`src/rtl/tff_toggle_ctrl_if.sv`:
```
// tff_toggle_ctrl_if: command handshake between a host and the tff toggle sequencer
//   cmd_valid/cmd_ready : valid/ready handshake, ready only while the sequencer is idle
//   cmd_clr             : 1 = clear the tff, count/gap ignored
//   cmd_count           : number of t pulses to issue
//   cmd_gap             : idle cycles between consecutive t pulses
//   abort               : cancel the command in flight
interface tff_toggle_ctrl_if #(parameter int CNT_W = 8, parameter int GAP_W = 4);
  logic             cmd_valid;
  logic             cmd_ready;
  logic             cmd_clr;
  logic [CNT_W-1:0] cmd_count;
  logic [GAP_W-1:0] cmd_gap;
  logic             abort;
  modport master(output cmd_valid, cmd_clr, cmd_count, cmd_gap, abort, input cmd_ready);
  modport slave(input cmd_valid, cmd_clr, cmd_count, cmd_gap, abort, output cmd_ready);
endinterface

```
`src/rtl/tff_toggle_ctrl.sv`:
```
// tff_toggle_ctrl: sequences t pulses and clears for one tff and checks its q against a prediction
//   i_clk      : clock, all state changes on the rising edge
//   i_rst_n    : asynchronous active-low reset
//   cmd        : command handshake (slave side)
//   i_q        : tff.q fed back
//   o_t        : drive to tff.t
//   o_tff_rst  : drive to tff.rst, active-high
//   o_q_exp    : predicted tff state
//   o_busy     : sequencer not idle
//   o_done     : one-cycle pulse on normal completion
//   o_mismatch : sticky, i_q differed from o_q_exp
module tff_toggle_ctrl #(
  parameter int CNT_W = 8,
  parameter int GAP_W = 4
) (
  input  logic                i_clk,
  input  logic                i_rst_n,
  tff_toggle_ctrl_if.slave    cmd,
  input  logic                i_q,
  output logic                o_t,
  output logic                o_tff_rst,
  output logic                o_q_exp,
  output logic                o_busy,
  output logic                o_done,
  output logic                o_mismatch
);
  typedef enum logic [2:0] {S_CLEAR, S_IDLE, S_TOGGLE, S_GAP, S_FIN} state_t;
  state_t           r_state;
  logic [CNT_W-1:0] r_rem;
  logic [GAP_W-1:0] r_gap_reload;
  logic [GAP_W-1:0] r_gap_cnt;
  logic             r_q_exp;
  logic             r_mismatch;
  always_ff @(posedge i_clk or negedge i_rst_n) begin
    if (!i_rst_n) begin
      r_state      <= S_CLEAR;
      r_rem        <= '0;
      r_gap_reload <= '0;
      r_gap_cnt    <= '0;
      r_q_exp      <= 1'b0;
      r_mismatch   <= 1'b0;
    end else begin
      if (r_state != S_CLEAR && i_q != r_q_exp) r_mismatch <= 1'b1;
      case (r_state)
        S_CLEAR: begin
          r_q_exp    <= 1'b0;
          r_mismatch <= 1'b0;
          r_state    <= S_IDLE;
        end
        S_IDLE: if (cmd.cmd_valid) begin
          r_rem        <= cmd.cmd_count;
          r_gap_reload <= cmd.cmd_gap;
          r_state      <= cmd.cmd_clr ? S_CLEAR : cmd.cmd_count == '0 ? S_FIN : S_TOGGLE;
        end
        // the tff samples t=1 on this edge, so the prediction flips even when aborting
        S_TOGGLE: begin
          r_q_exp   <= ~r_q_exp;
          r_rem     <= r_rem - 1'b1;
          r_gap_cnt <= r_gap_reload;
          r_state   <= cmd.abort ? S_IDLE : r_rem == CNT_W'(1) ? S_FIN :
                       r_gap_reload == '0 ? S_TOGGLE : S_GAP;
        end
        S_GAP: begin
          r_gap_cnt <= r_gap_cnt - 1'b1;
          r_state   <= cmd.abort ? S_IDLE : r_gap_cnt == GAP_W'(1) ? S_TOGGLE : S_GAP;
        end
        default: r_state <= S_IDLE;
      endcase
    end
  end
  assign cmd.cmd_ready = r_state == S_IDLE;
  assign o_t           = r_state == S_TOGGLE;
  assign o_tff_rst     = r_state == S_CLEAR;
  assign o_busy        = r_state != S_IDLE;
  assign o_done        = r_state == S_FIN;
  assign o_q_exp       = r_q_exp;
  assign o_mismatch    = r_mismatch;
endmodule

```
`src/flat_wrapper.sv`:
```
// flat-port wrapper written by rule: the top's interface ports become plain ports
module tff_toggle_ctrl_flat 
#(
  parameter int CNT_W = 8,
  parameter int GAP_W = 4
)
  (i_clk, i_rst_n, i_q, o_t, o_tff_rst, o_q_exp, o_busy, o_done, o_mismatch, cmd_cmd_valid, cmd_cmd_clr, cmd_cmd_count, cmd_cmd_gap, cmd_abort, cmd_cmd_ready);
  tff_toggle_ctrl_if #(.CNT_W(CNT_W), .GAP_W(GAP_W)) cmd_i ();
  input  logic i_clk;
  input  logic i_rst_n;
  input  logic i_q;
  output logic o_t;
  output logic o_tff_rst;
  output logic o_q_exp;
  output logic o_busy;
  output logic o_done;
  output logic o_mismatch;
  input wire logic [$bits(cmd_i.cmd_valid)-1:0] cmd_cmd_valid;
  input wire logic [$bits(cmd_i.cmd_clr)-1:0] cmd_cmd_clr;
  input wire logic [$bits(cmd_i.cmd_count)-1:0] cmd_cmd_count;
  input wire logic [$bits(cmd_i.cmd_gap)-1:0] cmd_cmd_gap;
  input wire logic [$bits(cmd_i.abort)-1:0] cmd_abort;
  output wire logic [$bits(cmd_i.cmd_ready)-1:0] cmd_cmd_ready;
  assign cmd_i.cmd_valid = cmd_cmd_valid;
  assign cmd_i.cmd_clr = cmd_cmd_clr;
  assign cmd_i.cmd_count = cmd_cmd_count;
  assign cmd_i.cmd_gap = cmd_cmd_gap;
  assign cmd_i.abort = cmd_abort;
  assign cmd_cmd_ready = cmd_i.cmd_ready;
  tff_toggle_ctrl #(.CNT_W(CNT_W), .GAP_W(GAP_W)) u_core (.i_clk(i_clk), .i_rst_n(i_rst_n), .cmd(cmd_i), .i_q(i_q), .o_t(o_t), .o_tff_rst(o_tff_rst), .o_q_exp(o_q_exp), .o_busy(o_busy), .o_done(o_done), .o_mismatch(o_mismatch));
endmodule
```
`config.mk`:
```
export PLATFORM = sky130hd
export DESIGN_NAME = tff_toggle_ctrl_flat
export DESIGN_NICKNAME = d
export VERILOG_FILES = /design/src/rtl/tff_toggle_ctrl_if.sv /design/src/rtl/tff_toggle_ctrl.sv /design/src/flat_wrapper.sv
export SDC_FILE = /design/constraint.sdc
export NUM_CORES = 1
export LEC_CHECK = 0
export ABC_AREA = 0
export BUFFER_PORTS_ARGS = -buffer_cell sky130_fd_sc_hd__buf_2
export CAP_MARGIN = 20
export CORE_MARGIN = 2
export CORE_UTILIZATION = 53
export CTS_CLUSTER_SIZE = 8
export DETAILED_ROUTE_END_ITERATION = 8
export PLACE_DENSITY = 0.77
export SYNTH_ARGS = -nofsm -noshare
export SYNTH_HDL_FRONTEND = slang
export SYNTH_SLANG_ARGS = --single-unit
```
`constraint.sdc`:
```
create_clock -name i_clk -period 2.1 [get_ports i_clk]
set_input_delay 0.21 -clock i_clk [delete_from_list [all_inputs] [get_ports i_clk]]
set_output_delay 0.21 -clock i_clk [all_outputs]
set_load 0.05 [all_outputs]
```
# --- Word level (Yosys, flattened, before mapping) ---
# Cells that the tools add are included.
classes:
  add_sub_neg: 2
  eq_ne: 9
  muxes: 15
  bitwise_logic: 1
  reduce_logical: 11
ops:
  columns: ["cell", "n"]
  rows:
  - ["$mux W3", 6]
  - ["$pmux W8 S2", 1]
  - ["$pmux W3 S3", 1]
  - ["$eq A8 B1 Y1 const B", 1]
  - ["$logic_not A8 Y1", 1]
  - ["$mux W8", 1]
  - ["$pmux W4 S2", 1]
  - ["$reduce_bool A2 Y1", 4]
  - ["$sub A8 B1 Y8 const B", 1]
  - ["$eq A3 B2 Y1 const B", 2]
  - ["$eq A4 B1 Y1 const B", 1]
  - ["$logic_not A4 Y1", 1]
  - ["$mux W1", 4]
  - ["$reduce_and A2 Y1", 2]
  - ["$sub A4 B1 Y4 const B", 1]
  - ["$eq A3 B1 Y1 const B", 1]
  - ["$eq A3 B3 Y1 const B", 1]
  - ["$logic_not A3 Y1", 1]
  - ["$ne A3 B1 Y1 const B", 1]
  - ["$reduce_bool A3 Y1", 1]
  - ["$ne A2 B2 Y1 const B", 1]
  - ["$pmux W1 S2", 1]
  - ["$logic_and A1 B1 Y1", 1]
  - ["$ne A1 B1 Y1", 1]
  - ["$not A1 Y1", 1]
totals:
  reg_bits: 21
  inputBits: 18
  output_inout_bits: 7

# --- Longest topological paths before layout ---
# Gate-level depths: netlist of the first run.
logic_depth:
  depth_word: 5
  mapped_depth: 5
  mapped_depth_nobuf: 5

# --- Least setup slack after synthesis of the first run ---
# Ideal clock, no wire load.
synth_path:
  path_kind: "reg2reg"
  startpoint: "reg u_core.r_state[0]"
  endpoint: "reg u_core.r_mismatch, in the netlist u_core.o_mismatch"
  arrival_ns: 1.859
  required_time_ns: 1.920
  setup_slack_ns: 0.061
  stages_incl_launch_ff: 4
  n_path_buf: 1
  synth_period_minus_slack_ns: 2.039
  path_cell_list: "dfrtp_1 clkbuf_1 nor3_1 nor2_1"
synth_between:
  word_cells_on_any_way: 5
  cone_classes: "mux (1); reduce/logical (4)"
synth_rtl:
  columns: ["element", "line", "text"]
  rows:
  - ["from (decl)", "tff_toggle_ctrl.sv:28", "state_t r_state;"]
  - ["from (signal assigned)", "tff_toggle_ctrl.sv:53", "r_state <= cmd.cmd_clr ? S_CLEAR : cmd.cmd_count == '0 ? S_FIN : S_TOGGLE;"]
  - ["from (signal assigned)", "tff_toggle_ctrl.sv:60", "r_state <= cmd.abort ? S_IDLE : r_rem == CNT_W'(1) ? S_FIN :"]
  - ["from (signal assigned)", "tff_toggle_ctrl.sv:65", "r_state <= cmd.abort ? S_IDLE : r_gap_cnt == GAP_W'(1) ? S_TOGGLE : S_GAP;"]
  - ["$logic_not A3 Y1 *", null, null]
  - ["via o_tff_rst", "flat_wrapper.sv:13", "output logic o_tff_rst;"]
  - ["$mux W1 / $reduce_bool A2 Y1 (equally long branches)", null, null]
  - ["to (signal assigned)", "tff_toggle_ctrl.sv:41", "r_mismatch <= 1'b0;"]
  - ["to (signal assigned)", "tff_toggle_ctrl.sv:43", "if (r_state != S_CLEAR && i_q != r_q_exp) r_mismatch <= 1'b1;"]
  - ["to (signal assigned)", "tff_toggle_ctrl.sv:47", "r_mismatch <= 1'b0;"]
  - ["to (decl)", "tff_toggle_ctrl.sv:33", "logic r_mismatch;"]
# Mark *: on every way through the listed nets, which the timed path passes. The rest lies on a longest branch.
# A chain may end at the register's enable or synchronous reset.

# --- Worst setup path in the final report of the first run ---
layout_path:
  startpoint: "reg u_core.r_state[2]"
  endpoint: "out o_t"
layout_between:
  elab_chain_cells: 1
layout_rtl:
  columns: ["element", "line", "text"]
  rows:
  - ["$eq A3 B2 Y1", "tff_toggle_ctrl.sv:72", "assign o_t = r_state == S_TOGGLE;"]
  - ["to (decl)", "flat_wrapper.sv:12", "output logic o_t;"]
# No other way between the ends.

==> results by stage, run 1 <==
Yosys:
- The register bit count reported by yosys is 21.
- The gate count after technology mapping is 130.
- The count of different cell masters after synthesis is 38.
- The synthesized area per cell is 9.36 um2.
- After synthesis the cells add up to 1220 um2.
- In this run the biggest area consumer among cell types represents 43.2% of the synthesized area.
- The predominant post-synthesis flop cell is dfrtp_1.
- Synthesis produced a netlist with a net count of 152.
- Yosys printed 0 warnings.
- dfrtp_1 takes more of the synthesized area than any other cell.
- By area the synthesized netlist is led by dfrtp_1, nand2_1, ha_1.
- Counting flops with a built-in enable in the synthesized netlist gives 0.
- The portion of the post-synthesis area used by sequential elements is between 40% and 50%.
- In the synthesized netlist the async set-or-reset flop fraction comes to 100%.

Cells and area:
- The area added between synthesis and finish is 15.1%.
- The share of post-route cells with drive strength above 1 is 27.1%.
- The final net count is 178.
- 0 antenna diodes ended up in the layout.
- In the layout the commonest cells are buf_2, nand2_1, dfrtp_1, inv_1.
- The commonest non-fill, non-tap cell in the layout is buf_2.
- The count of non-filler cells in the finished layout is approximately 180.

Clock network:
- The number of sinks handled by clock tree synthesis is 21.
- The post-CTS setup buffer count is 0.
- CTS built an H-tree with a depth of 1.
- The clock passes through at most 2 buffers.
- Clock-pin slew was measured on the worst setup and hold paths at 0.12 ns.
- Clock tree synthesis inserted a total of 3 buffers.
- The clock latency at the later pin of the worst-skew pair is 0.31 ns.
- The TritonCTS clock tree is yes.
- The root buffer cell chosen for the clock tree is clkbuf_4.

STA:
- Hold timing on the final database bottoms out at a slack of 0.0786 ns.
- The max-slew violation total from the final report is 0.
- The slew of the pin with the lowest slew margin is around 0.48 ns.
- The worst path needs roughly 2 ns of the cycle, external delays included.
- The sum of negative setup slack is 0 ns.
- The number of endpoints with negative hold slack in the final report is 0.
- Based on the critical path, the design can be clocked at up to just under 500 MHz.
- The count of endpoints failing setup in the final report is 0.
- The headroom to the max-slew limit is around two thirds.
- In the finished design, the share of the clock period the worst path needs comes to 96.0%.
- Setup repair after global routing left no endpoint under its margin.
- The setup clock skew after layout is 0.00367 ns.

Detailed routing:
- The pre-antenna-repair detailed-routing pass consisted of 4 iterations.
- After detailed routing, the average wire length per cell comes to approximately 14 um.
- In this run the remaining antenna-violating nets after routing total 0.
- The post-detailed-route via-to-cell ratio is approximately 5.8.
- The vias after detailed routing is approximately 1,100.
- The initial detailed-routing violation count is 23.
- After detailed routing, the number of remaining DRC violations is 0.
- The total length of routed wires is 2640 um.

Global route:
- The final global-route overflow total is 0.
- The number of global-route vias before repair is between 1,000 and 1,500.
- The maximum number of pins on one net before global-route repair is 22.
- For met3 alone, demand over resource in global routing was 5.75%.
- met2 is the most crowded layer.
- The number of antenna violations at the first check in global routing was 0.
- The first global-routing pass estimated 4470 um of wire.
- In the global route stage, overall resource usage came out at a little under a quarter.
- Global routing consumed, on the met1 layer, 28.8% of the routing resources.
- The global-route met2 utilization is 35.7%.

Floorplanning:
- Pin placement for this block handled 25 I/O pins.
- From left edge to right edge, the die measures 51.9 um.
- The floorplan die area is roughly 2700 um2.
- The core area is 2190 um2.
- The number of placement rows is 17.
- The y dimension of the die is 51.9 um.
- The effective utilization at floorplan is 55.5%.

Worst setup path:
- Counting cells, the worst reg-to-reg path comes to 3.
- By startpoint and endpoint, the worst setup path is classified as reg -> out.
- Setup slack on the worst reg-to-reg path comes out at 0.28 ns.
- The most critical setup path has its startpoint at u_core.r_state[2]$_DFFE_PN0P_.
- The endpoint identified for the worst register-to-register timing path is u_core.r_state[1]$_DFFE_PN0P_.
- The endpoint class of the critical path is a primary output.
- The required arrival time at the worst endpoint is approximately 1.9 ns.
- The critical path ends at o_t.
- STA classifies the critical path startpoint as a flop.
- The worst endpoint data arrival time is around 1.8 ns.
- The start of the worst register-to-register path is u_core.r_rem[2]$_DFFE_PN0P_.
- Of all nets on the critical path, the largest fanout is 13.

Pwr:
- The maximum VDD drop is 790 uV.
- The design draws 1.74 mW.
- In this run the power density over the cells is 1240 nW/um2.
- The analysis attributes to cell leakage a power of 0.637 nW.

Place:
- The congestion estimate from routability-driven global placement came to 0.862.
- The number of placed instances with taps included is 178.
- The number of input and output port buffers inserted is 24.
- Detailed placement ended at an HPWL of roughly 2000 um.

Run status:
- The flow ran to the end, and the final reports show no timing, DRC or antenna violations.

Hold path:
- The path class of the lowest-slack min-delay path is in -> reg.
- The worst hold path passes through 3 cells.

Flow run:
- The tool flagged a number of max-cap violations equal to 0.
-- kinds of logic after synthesis --
family	count (synthesis)	synth area share [%]
adder cells (fa/ha/maj)	4	4.12
AO/OA/AOI/OAI	21	12.8
multiplexers	4	3.29
AND/OR/NAND/NOR	62	29.5
XOR/XNOR	2	1.44
flip-flops	21	43.2
buffers and inverters	16	5.66
-- how the worst min path moves through the flow --
stage	startpoint	end
2_1_floorplan	i_rst_n	u_core.o_mismatch$_DFFE_PN0P_
3_3_place_gp	i_rst_n	u_core.o_mismatch$_DFFE_PN0P_
3_5_place_dp	i_rst_n	u_core.r_gap_cnt[3]$_DFFE_PN0P_
4_1_cts	cmd_cmd_gap[3]	u_core.r_gap_reload[3]$_DFFE_PN0P_
5_1_grt	cmd_cmd_gap[3]	u_core.r_gap_reload[3]$_DFFE_PN0P_
6_report	cmd_cmd_gap[3]	u_core.r_gap_reload[3]$_DFFE_PN0P_
-- state kept, by name, indices dropped and copies added (netlist names) --
signal	count
u_core.r_state	3
u_core.o_mismatch	1
u_core.o_q_exp	1
u_core.r_gap_reload	4
u_core.r_gap_cnt	4
u_core.r_rem	8
-- where the power goes --
part | leakage (nW) | switching [mW] | internal [mW]
logic | 0.366 | 0.478 | 0.304
registers | 0.254 | 0.186 | 0.575
clock network | 0.0177 | 0.125 | 0.0712
total | 0.637 | 0.790 | 0.950
-- area by class of cell --
| cell class | count | area [um2] |
|---|---|---|
| Fill cell | 185 | 791 |
| Multi-Input combinational cell | 93 | 622 |
| Sequential cell | 21 | 527 |
| Timing Repair Buffer | 28 | 155 |
| Tap cell | 28 | 35.0 |
| Inverter | 9 | 33.8 |
| Clock buffer | 3 | 22.5 |
| Clock inverter | 1 | 5.00 |
-- synth_stat cells (2+ instances only) --
library cell	number
o21ai_0	5
nand2b_1	3
clkbuf_1	5
nor4_1	5
or4_4	2
xor2_1	2
nand2_1	20
ha_1	4
or3b_2	4
nor2_1	6
nand3_1	6
o211ai_1	2
o311ai_0	4
nand4bb_1	2
dfrtp_1	21
inv_1	9
nand3b_1	2
mux2i_1	4
nor3_1	5
-- metal layers --
metal / share of wire (%) / vias to the layer above / routed length (um)
li1: - / 522 / -
met1: 47 / 493 / 1240
met2: 44 / 44 / 1160
met3: 7.2 / 7 / 191
met4: 1.8 / 0 / 48
met5: 0 / - / 0
-- critical path: stages (launching register included) --
cell and delay, ns:
dfrtp_2 0.49, or3b_2 0.54, inv_1 0.20, clkbuf_4 0.27
-- what timing repair did --
item,CTS,global route
hold endpoints to repair,21,0
gates resized for setup,0,2
endpoints found under the setup margin,0,1
hold buffers,1,0
-- metrics by stage --
stage / util (%) / setup WS (ns) / cell area [um2]
6_report: 63.9 / 0.0848 / 1400
5_1_grt: 63.9 / 0.0393 / 1400
3_3_place_gp: 62.0 / 0.345 / 1360
3_5_place_dp: 62.0 / 0.306 / 1360
4_1_cts: 63.7 / 0.0390 / 1400
2_1_floorplan: - / 0.0610 / 1220
No activity file was read; power rests on OpenSTA's default activity.
==> run 2, diff against run 1 <==
- CAP_MARGIN: 20 -> unset
- RECOVER_POWER: unset -> 25
==> results by stage, run 2 (synthesis gave the netlist of run 1 again) <==
Detailed routing:
- The total length of routed wires is 2640 um (about the same).
- The post-detailed-route via-to-cell ratio is 5.83 (unchanged).
- The final antenna-violating net count was 0 (unchanged).
- The initial detailed-routing violation count was 23 (unchanged).
- The detailed-route DRC error count is 0 (unchanged).
- The average wire per cell in the routed design is 14.4 um (about the same).
- The number of iterations in the first detailed-routing pass is 4 (unchanged).
- The vias after detailed routing is 1,066 (unchanged).

Worst setup path:
- The largest fanout on the critical path is 13 (unchanged).
- The required arrival time at the worst endpoint is 1.89 ns (about the same).
- The worst endpoint data arrival time is 1.81 ns (about the same).
- The flop-to-flop setup slack is 0.28 ns (about the same).
- The critical path class is reg -> out (unchanged).
- The endpoint class of the critical path is a primary output (unchanged).
- The launching element type of the critical path is a flop (unchanged).

Cells and area:
- The number of flip-flops under the largest register name is 8 (unchanged).
- The diode insertion count for antenna repair was 0 (unchanged).
- The share of post-route cells with drive strength above 1 is 26.5% (was 27.1%).
- The area added between synthesis and finish is 15.0% (was 15.1%).
- Largest registers: u_core.r_rem: 8 flops, u_core.r_gap_cnt: 4 flops, u_core.r_gap_reload: 4 flops (unchanged).
- The commonest non-fill, non-tap cell in the layout is buf_2 (unchanged).
- Commonest cells after routing, fill and taps aside: buf_2, nand2_1, dfrtp_1, inv_1 (unchanged).
- The number of filler instances in the final layout is 184 (was 185).
- The register with the most flip-flops is u_core.r_rem (unchanged).
- The final net count is 178 (unchanged).
- The final core area utilization came to 63.8% (was 63.9%).

STA:
- The headroom to the max-slew limit is 23.9% (was 68.2%).
- The time the final worst path needs with I/O delays and setup came to 2.02 ns (unchanged).
- The sum of negative setup slack is 0 ns (unchanged).
- The worst hold margin is 0.0786 ns (unchanged).
- The maximum frequency from static timing analysis is 496 MHz (unchanged).
- RSZ-0062 raised after global routing: no (unchanged).
- The slew of the pin with the lowest slew margin came to 1.14 ns (was 0.476 ns).
- The number of endpoints with negative hold slack in the final report is 0 (unchanged).
- The part of the cycle the worst path needs is 96.0% (unchanged).
- The count of endpoints failing setup in the final report was 0 (unchanged).
- The setup clock skew after layout was 0.00367 ns (unchanged).
- The max-slew violation total from the final report is 0 (unchanged).

Clock network:
- The number of sinks handled by clock tree synthesis is 21 (unchanged).
- The number of buffers created by CTS is 3 (unchanged).
- The total number of H-tree levels is 1 (unchanged).
- The post-CTS setup buffer count is 0 (unchanged).
- The root cell of the clock tree is clkbuf_4 (unchanged).
- The TritonCTS clock tree is yes (unchanged).
- The clock latency at the later pin of the worst-skew pair is 0.31 ns (about the same).
- The clock edge transition at the registers on the reported setup and hold paths was 0.12 ns (about the same).
- The maximum clock insertion buffer count was 2 (unchanged).

Hold path:
- The path class of the lowest-slack min-delay path was in -> reg (unchanged).

Floorplanning:
- The floorplan die area is 2690 um2 (unchanged).
- The effective utilization at floorplan came to 55.5% (unchanged).
- The width of the die is 51.9 um (unchanged).
- The core area came to 2190 um2 (unchanged).
- The number of top-level pins came to 25 (unchanged).
- The number of placement rows is 17 (unchanged).
- The y dimension of the die is 51.9 um (unchanged).

Pwr:
- The total power after layout came to 1.74 mW (about the same).
- The switching power is 0.790 mW (about the same).
- The sequential fraction of design power was 43.8% (about the same).
- The maximum VDD drop came to 790 uV (about the same).
- The part of the total power dissipated in the clock network was 11.3% (about the same).
- The internal power consumption is 0.950 mW (about the same).
- The net switching share of the total power is 45.4% (about the same).
- The power share of the combinational group came to 45.0% (about the same).
- The total leakage power is 0.635 nW (was 0.637 nW).
- The power density over cell area is 1240 nW/um2 (about the same).

Global route:
- The final global-route overflow total is 0 (unchanged).
- The combined global-route utilization of all metal layers is 22.6% (unchanged).
- The maximum number of pins on one net before global-route repair is 22 (unchanged).
- The number of global-route vias before repair is 1,021 (unchanged).
- The number of antenna violations at the first check in global routing is 0 (unchanged).
- The first-pass GRT wire length is 4470 um (unchanged).

Place:
- The detailed placement HPWL is 1980 um (unchanged).
- The number of input and output port buffers inserted is 24 (unchanged).
- The final weighted congestion in routability-driven placement is 0.862 (unchanged).

Flow run:
- The number of maximum-capacitance constraint violations is 0 (unchanged).

Run status:
- Outcome: finished clean (unchanged).
-- run 2: cell types whose count changed in the layout (fill, tap and decap cells not counted), sizes merged --
cell    delta
buf        -1
clkbuf     +1
-- run 2: through the flow --
stage / instances / cell area (um2) / setup slack [ns]
after detailed placement: 178 / 1360 / 0.306
after floorplan: 130 / 1220 / 0.0610
final: 183 / 1400 / 0.0848
after global placement: 178 / 1360 / 0.345
after CTS: 183 / 1400 / 0.0390
after global routing: 183 / 1400 / 0.0393
-- run 2: worst paths after layout --
path	from	to	cells past startpoint
worst min-delay path	cmd_cmd_gap[3]	u_core.r_gap_reload[3]$_DFFE_PN0P_	3
worst min register to register	u_core.r_gap_cnt[1]$_DFFE_PN0P_	u_core.r_gap_cnt[1]$_DFFE_PN0P_	2
worst max register to register	u_core.r_rem[2]$_DFFE_PN0P_	u_core.r_state[1]$_DFFE_PN0P_	3
max in group asynchronous	i_rst_n	u_core.r_state[2]$_DFFE_PN0P_	2
min in group asynchronous	i_rst_n	u_core.o_q_exp$_DFFE_PN0P_	2
worst max-delay path	u_core.r_state[2]$_DFFE_PN0P_	o_t	3
-- run 2: power by group through the flow --
stage	Combinational, mW	Sequential, mW	Clock [mW]
after floorplan	0.571	0.768	0
after global placement	0.756	0.753	0
after detailed placement	0.776	0.765	0
after CTS	0.780	0.757	0.200
after global routing	0.871	0.790	0.213
final	0.782	0.761	0.196
-- run 2: final cells by class --
type,instances,area (um2),area share [%]
multi-input combinational,93,622,44.5
inverter,9,33.8,2.42
clock inverter,1,5.00,0.358
clock buffer,3,22.5,1.61
sequential,21,527,37.7
timing repair buffer,28,154,11.0
tap,28,35.0,2.50
-- run 2: routing by layer --
metal | share of wire [%] | vias to the layer above | track usage, %
met4 | 1.8 | 0 | 11.0
li1 | - | 522 | -
met1 | 47 | 493 | 28.8
met3 | 7.2 | 7 | 5.75
met2 | 44 | 44 | 35.7
met5 | 0 | - | 0
-- run 2: what timing repair did --
item,in CTS,in global routing
gates resized for setup,0,2
setup endpoints to repair,0,1
hold endpoints to repair,21,0
hold buffers,1,0
-- run 2: worst max-delay path, cell delays in order, from the launching register on --
cell,delay [ns]
dfrtp_2,0.49
or3b_2,0.54
inv_1,0.20
clkbuf_4,0.27
==> run 3, diff against run 2 <==
- CELL_PAD_IN_SITES_DETAIL_PLACEMENT: unset -> 1
- CELL_PAD_IN_SITES_GLOBAL_PLACEMENT: unset -> 2
- CORE_UTILIZATION: 53 -> 32
- CTS_CLUSTER_SIZE: 8 -> 16
- PLACE_DENSITY: 0.77 -> 0.76
==> results by stage, run 3 (synthesis gave the netlist of run 1 again) <==
Run status:
- Outcome: finished clean (unchanged).

STA:
- RSZ-0062 raised after global routing: no (unchanged).
- The maximum frequency from static timing analysis is 501 MHz (was 496 MHz).
- The max-slew violation total from the final report is 0 (unchanged).
- The worst hold margin is 0.131 ns (was 0.0786 ns).
- The part of the cycle the worst path needs is 95.0% (was 96.0%).
- The number of endpoints with negative hold slack in the final report is 0 (unchanged).
- The sum of negative setup slack is 0 ns (unchanged).
- The setup clock skew after layout came to 0.00542 ns (was 0.00367 ns).
- The time the final worst path needs with I/O delays and setup is 2.00 ns (was 2.02 ns).
- The count of endpoints failing setup in the final report was 0 (unchanged).
- The headroom to the max-slew limit was 20.7% (was 23.9%).
- The slew of the pin with the lowest slew margin was 1.19 ns (was 1.14 ns).

Worst setup path:
- The cell type group with the largest total delay on the critical path is simple AND/OR/NAND/NOR gates (unchanged).
- The launching element type of the critical path is a flop (unchanged).
- The launching element of the worst setup path is u_core.r_state[0]$_DFFE_PN0P_ (was u_core.r_state[2]$_DFFE_PN0P_).
- Ordered list of cells on the worst path: or3b_2 -> inv_1 -> clkbuf_4 (unchanged).
- The largest fanout on the critical path is 11 (was 13).
- The buffer and inverter count on the worst path is 2 (unchanged).
- The required arrival time at the worst endpoint is 1.89 ns (about the same).
- The worst endpoint data arrival time came to 1.79 ns (was 1.81 ns).
- The highest cell delay on the worst timing path is 0.58 ns (was 0.54 ns).
- The total stage count of the critical path is 3 (unchanged).
- The endpoint class of the critical path is a primary output (unchanged).
- The master of the slowest instance on the critical path is or3b_2 (unchanged).
- The start of the worst register-to-register path was u_core.r_rem[2]$_DFFE_PN0P_ (unchanged).
- The depth of the worst register-to-register path is 3 (unchanged).
- The critical path class was reg -> out (unchanged).

Cells and area:
- Largest registers: u_core.r_rem: 8 flops, u_core.r_gap_cnt: 4 flops, u_core.r_gap_reload: 4 flops (unchanged).
- The area added between synthesis and finish came to 18.5% (was 15.0%).
- The diode insertion count for antenna repair is 0 (unchanged).
- The final net count came to 178 (unchanged).
- The final core area utilization came to 39.4% (was 63.8%).
- The count of non-filler cells in the finished layout is 203 (was 183).
- The commonest non-fill, non-tap cell in the layout is buf_2 (unchanged).
- The number of flip-flops under the largest register name is 8 (unchanged).
- The share of post-route cells with drive strength above 1 was 25.8% (was 26.5%).
- The register with the most flip-flops is u_core.r_rem (unchanged).
- Commonest cells after routing, fill and taps aside: buf_2, nand2_1, dfrtp_1, inv_1 (unchanged).

Pwr:
- The total leakage power is 0.640 nW (was 0.635 nW).
- The power density over cell area is 1270 nW/um2 (was 1240 nW/um2).
- The maximum VDD drop is 431 uV (was 790 uV).

Floorplanning:
- The y dimension of the die came to 65.7 um (was 51.9 um).
- The core area is 3660 um2 (was 2190 um2).
- The effective utilization at floorplan is 33.2% (was 55.5%).
- The number of top-level pins is 25 (unchanged).
- The floorplan die area is 4310 um2 (was 2690 um2).
- The number of placement rows is 22 (was 17).
- The width of the die is 65.7 um (was 51.9 um).

Clock network:
- The clock edge transition at the registers on the reported setup and hold paths is 0.08 ns (was 0.12 ns).
- The post-CTS setup buffer count is 0 (unchanged).
- The total number of H-tree levels is 1 (unchanged).
- The TritonCTS clock tree is yes (unchanged).
- The clock latency at the later pin of the worst-skew pair is 0.27 ns (was 0.31 ns).
- The number of sinks handled by clock tree synthesis is 21 (unchanged).
- The maximum clock insertion buffer count was 2 (unchanged).
- The number of buffers created by CTS is 3 (unchanged).
- The root cell of the clock tree was clkbuf_8 (was clkbuf_4).

Global route:
- The first-pass GRT wire length was 5440 um (was 4470 um).
- The number of antenna violations at the first check in global routing was 0 (unchanged).
- The number of global-route vias before repair is 1,076 (was 1,021).
- The final global-route overflow total came to 0 (unchanged).
- The maximum number of pins on one net before global-route repair was 22 (unchanged).
- The combined global-route utilization of all metal layers was 17.1% (was 22.6%).

Place:
- The number of input and output port buffers inserted is 24 (unchanged).
- The detailed placement HPWL is 2350 um (was 1980 um).
- The number of placed instances with taps included is 198 (was 178).
- The final weighted congestion in routability-driven placement is 0.778 (was 0.862).

Detailed routing:
- The final antenna-violating net count is 0 (unchanged).
- The detailed-route DRC error count came to 0 (unchanged).
- The initial detailed-routing violation count is 42 (was 23).
- The total length of routed wires is 3140 um (was 2640 um).
- The average wire per cell in the routed design is 15.5 um (was 14.4 um).
- The number of iterations in the first detailed-routing pass was 4 (unchanged).
- The post-detailed-route via-to-cell ratio is 5.30 (was 5.83).
- The vias after detailed routing was 1,075 (was 1,066).

Hold path:
- The path class of the lowest-slack min-delay path is in -> reg (unchanged).
- The worst hold path depth is 3 (unchanged).
- The beginning of the worst hold path is cmd_cmd_gap[0] (was cmd_cmd_gap[3]).

Flow run:
- The number of maximum-capacitance constraint violations was 0 (unchanged).
[run 3: per-stage QoR]
| step | instance area [um2] | power (mW) | setup WS (ns) |
|---|---|---|---|
| after floorplan | 1220 | 1.34 | 0.0610 |
| after global placement | 1380 | 1.54 | 0.314 |
| after detailed placement | 1380 | 1.57 | 0.264 |
| after CTS | 1440 | 1.86 | 0.0561 |
| after global routing | 1440 | 2.00 | 0.00901 |
| final | 1440 | 1.83 | 0.104 |
[run 3: path summary, 6_finish.rpt]
path                                                       to  slack, ns
hold / removal             u_core.r_gap_reload[0]$_DFFE_PN0P_       0.13
setup / recovery                                          o_t       0.10
setup reg to reg                u_core.r_state[1]$_DFFE_PN0P_       0.27
min in group asynchronous       u_core.r_state[1]$_DFFE_PN0P_       0.70
max in group asynchronous       u_core.r_state[2]$_DFFE_PN0P_       0.62
hold reg to reg                 u_core.o_mismatch$_DFFE_PN0P_       0.51
[run 3: area by class of cell]
class	count	area (um2)
fill	428	2220
tap	48	60.1
sequential	21	527
clock buffer	4	45.0
timing repair buffer	28	154
multi-input combinational	93	622
inverter	9	33.8
[run 3: metal layers]
metal	part of all wire, %	vias up	track usage, %	routed length [um]
li1	-	526	-	-
met1	48	517	23.0	1510
met2	46	27	26.1	1430
met3	4.0	5	2.74	124
met4	2.3	0	9.38	72
met5	0	-	0	0
[run 3: what timing repair did]
action                                  CTS  global route
gates resized for setup                   0             2
endpoints found under the setup margin    0             1
hold buffers                              1             0
hold endpoints to repair                 21             0
[run 3: worst min-delay path, delay by kind of cell]
family | cells | cell delay (ns)
simple gates | 2 | 0.08
buf+inv | 1 | 0.07
[run 3: power breakdown]
part	switching [mW]	leakage, nW	internal, mW
sequential	0.200	0.254	0.576
combinational	0.478	0.363	0.305
clock	0.140	0.0228	0.136
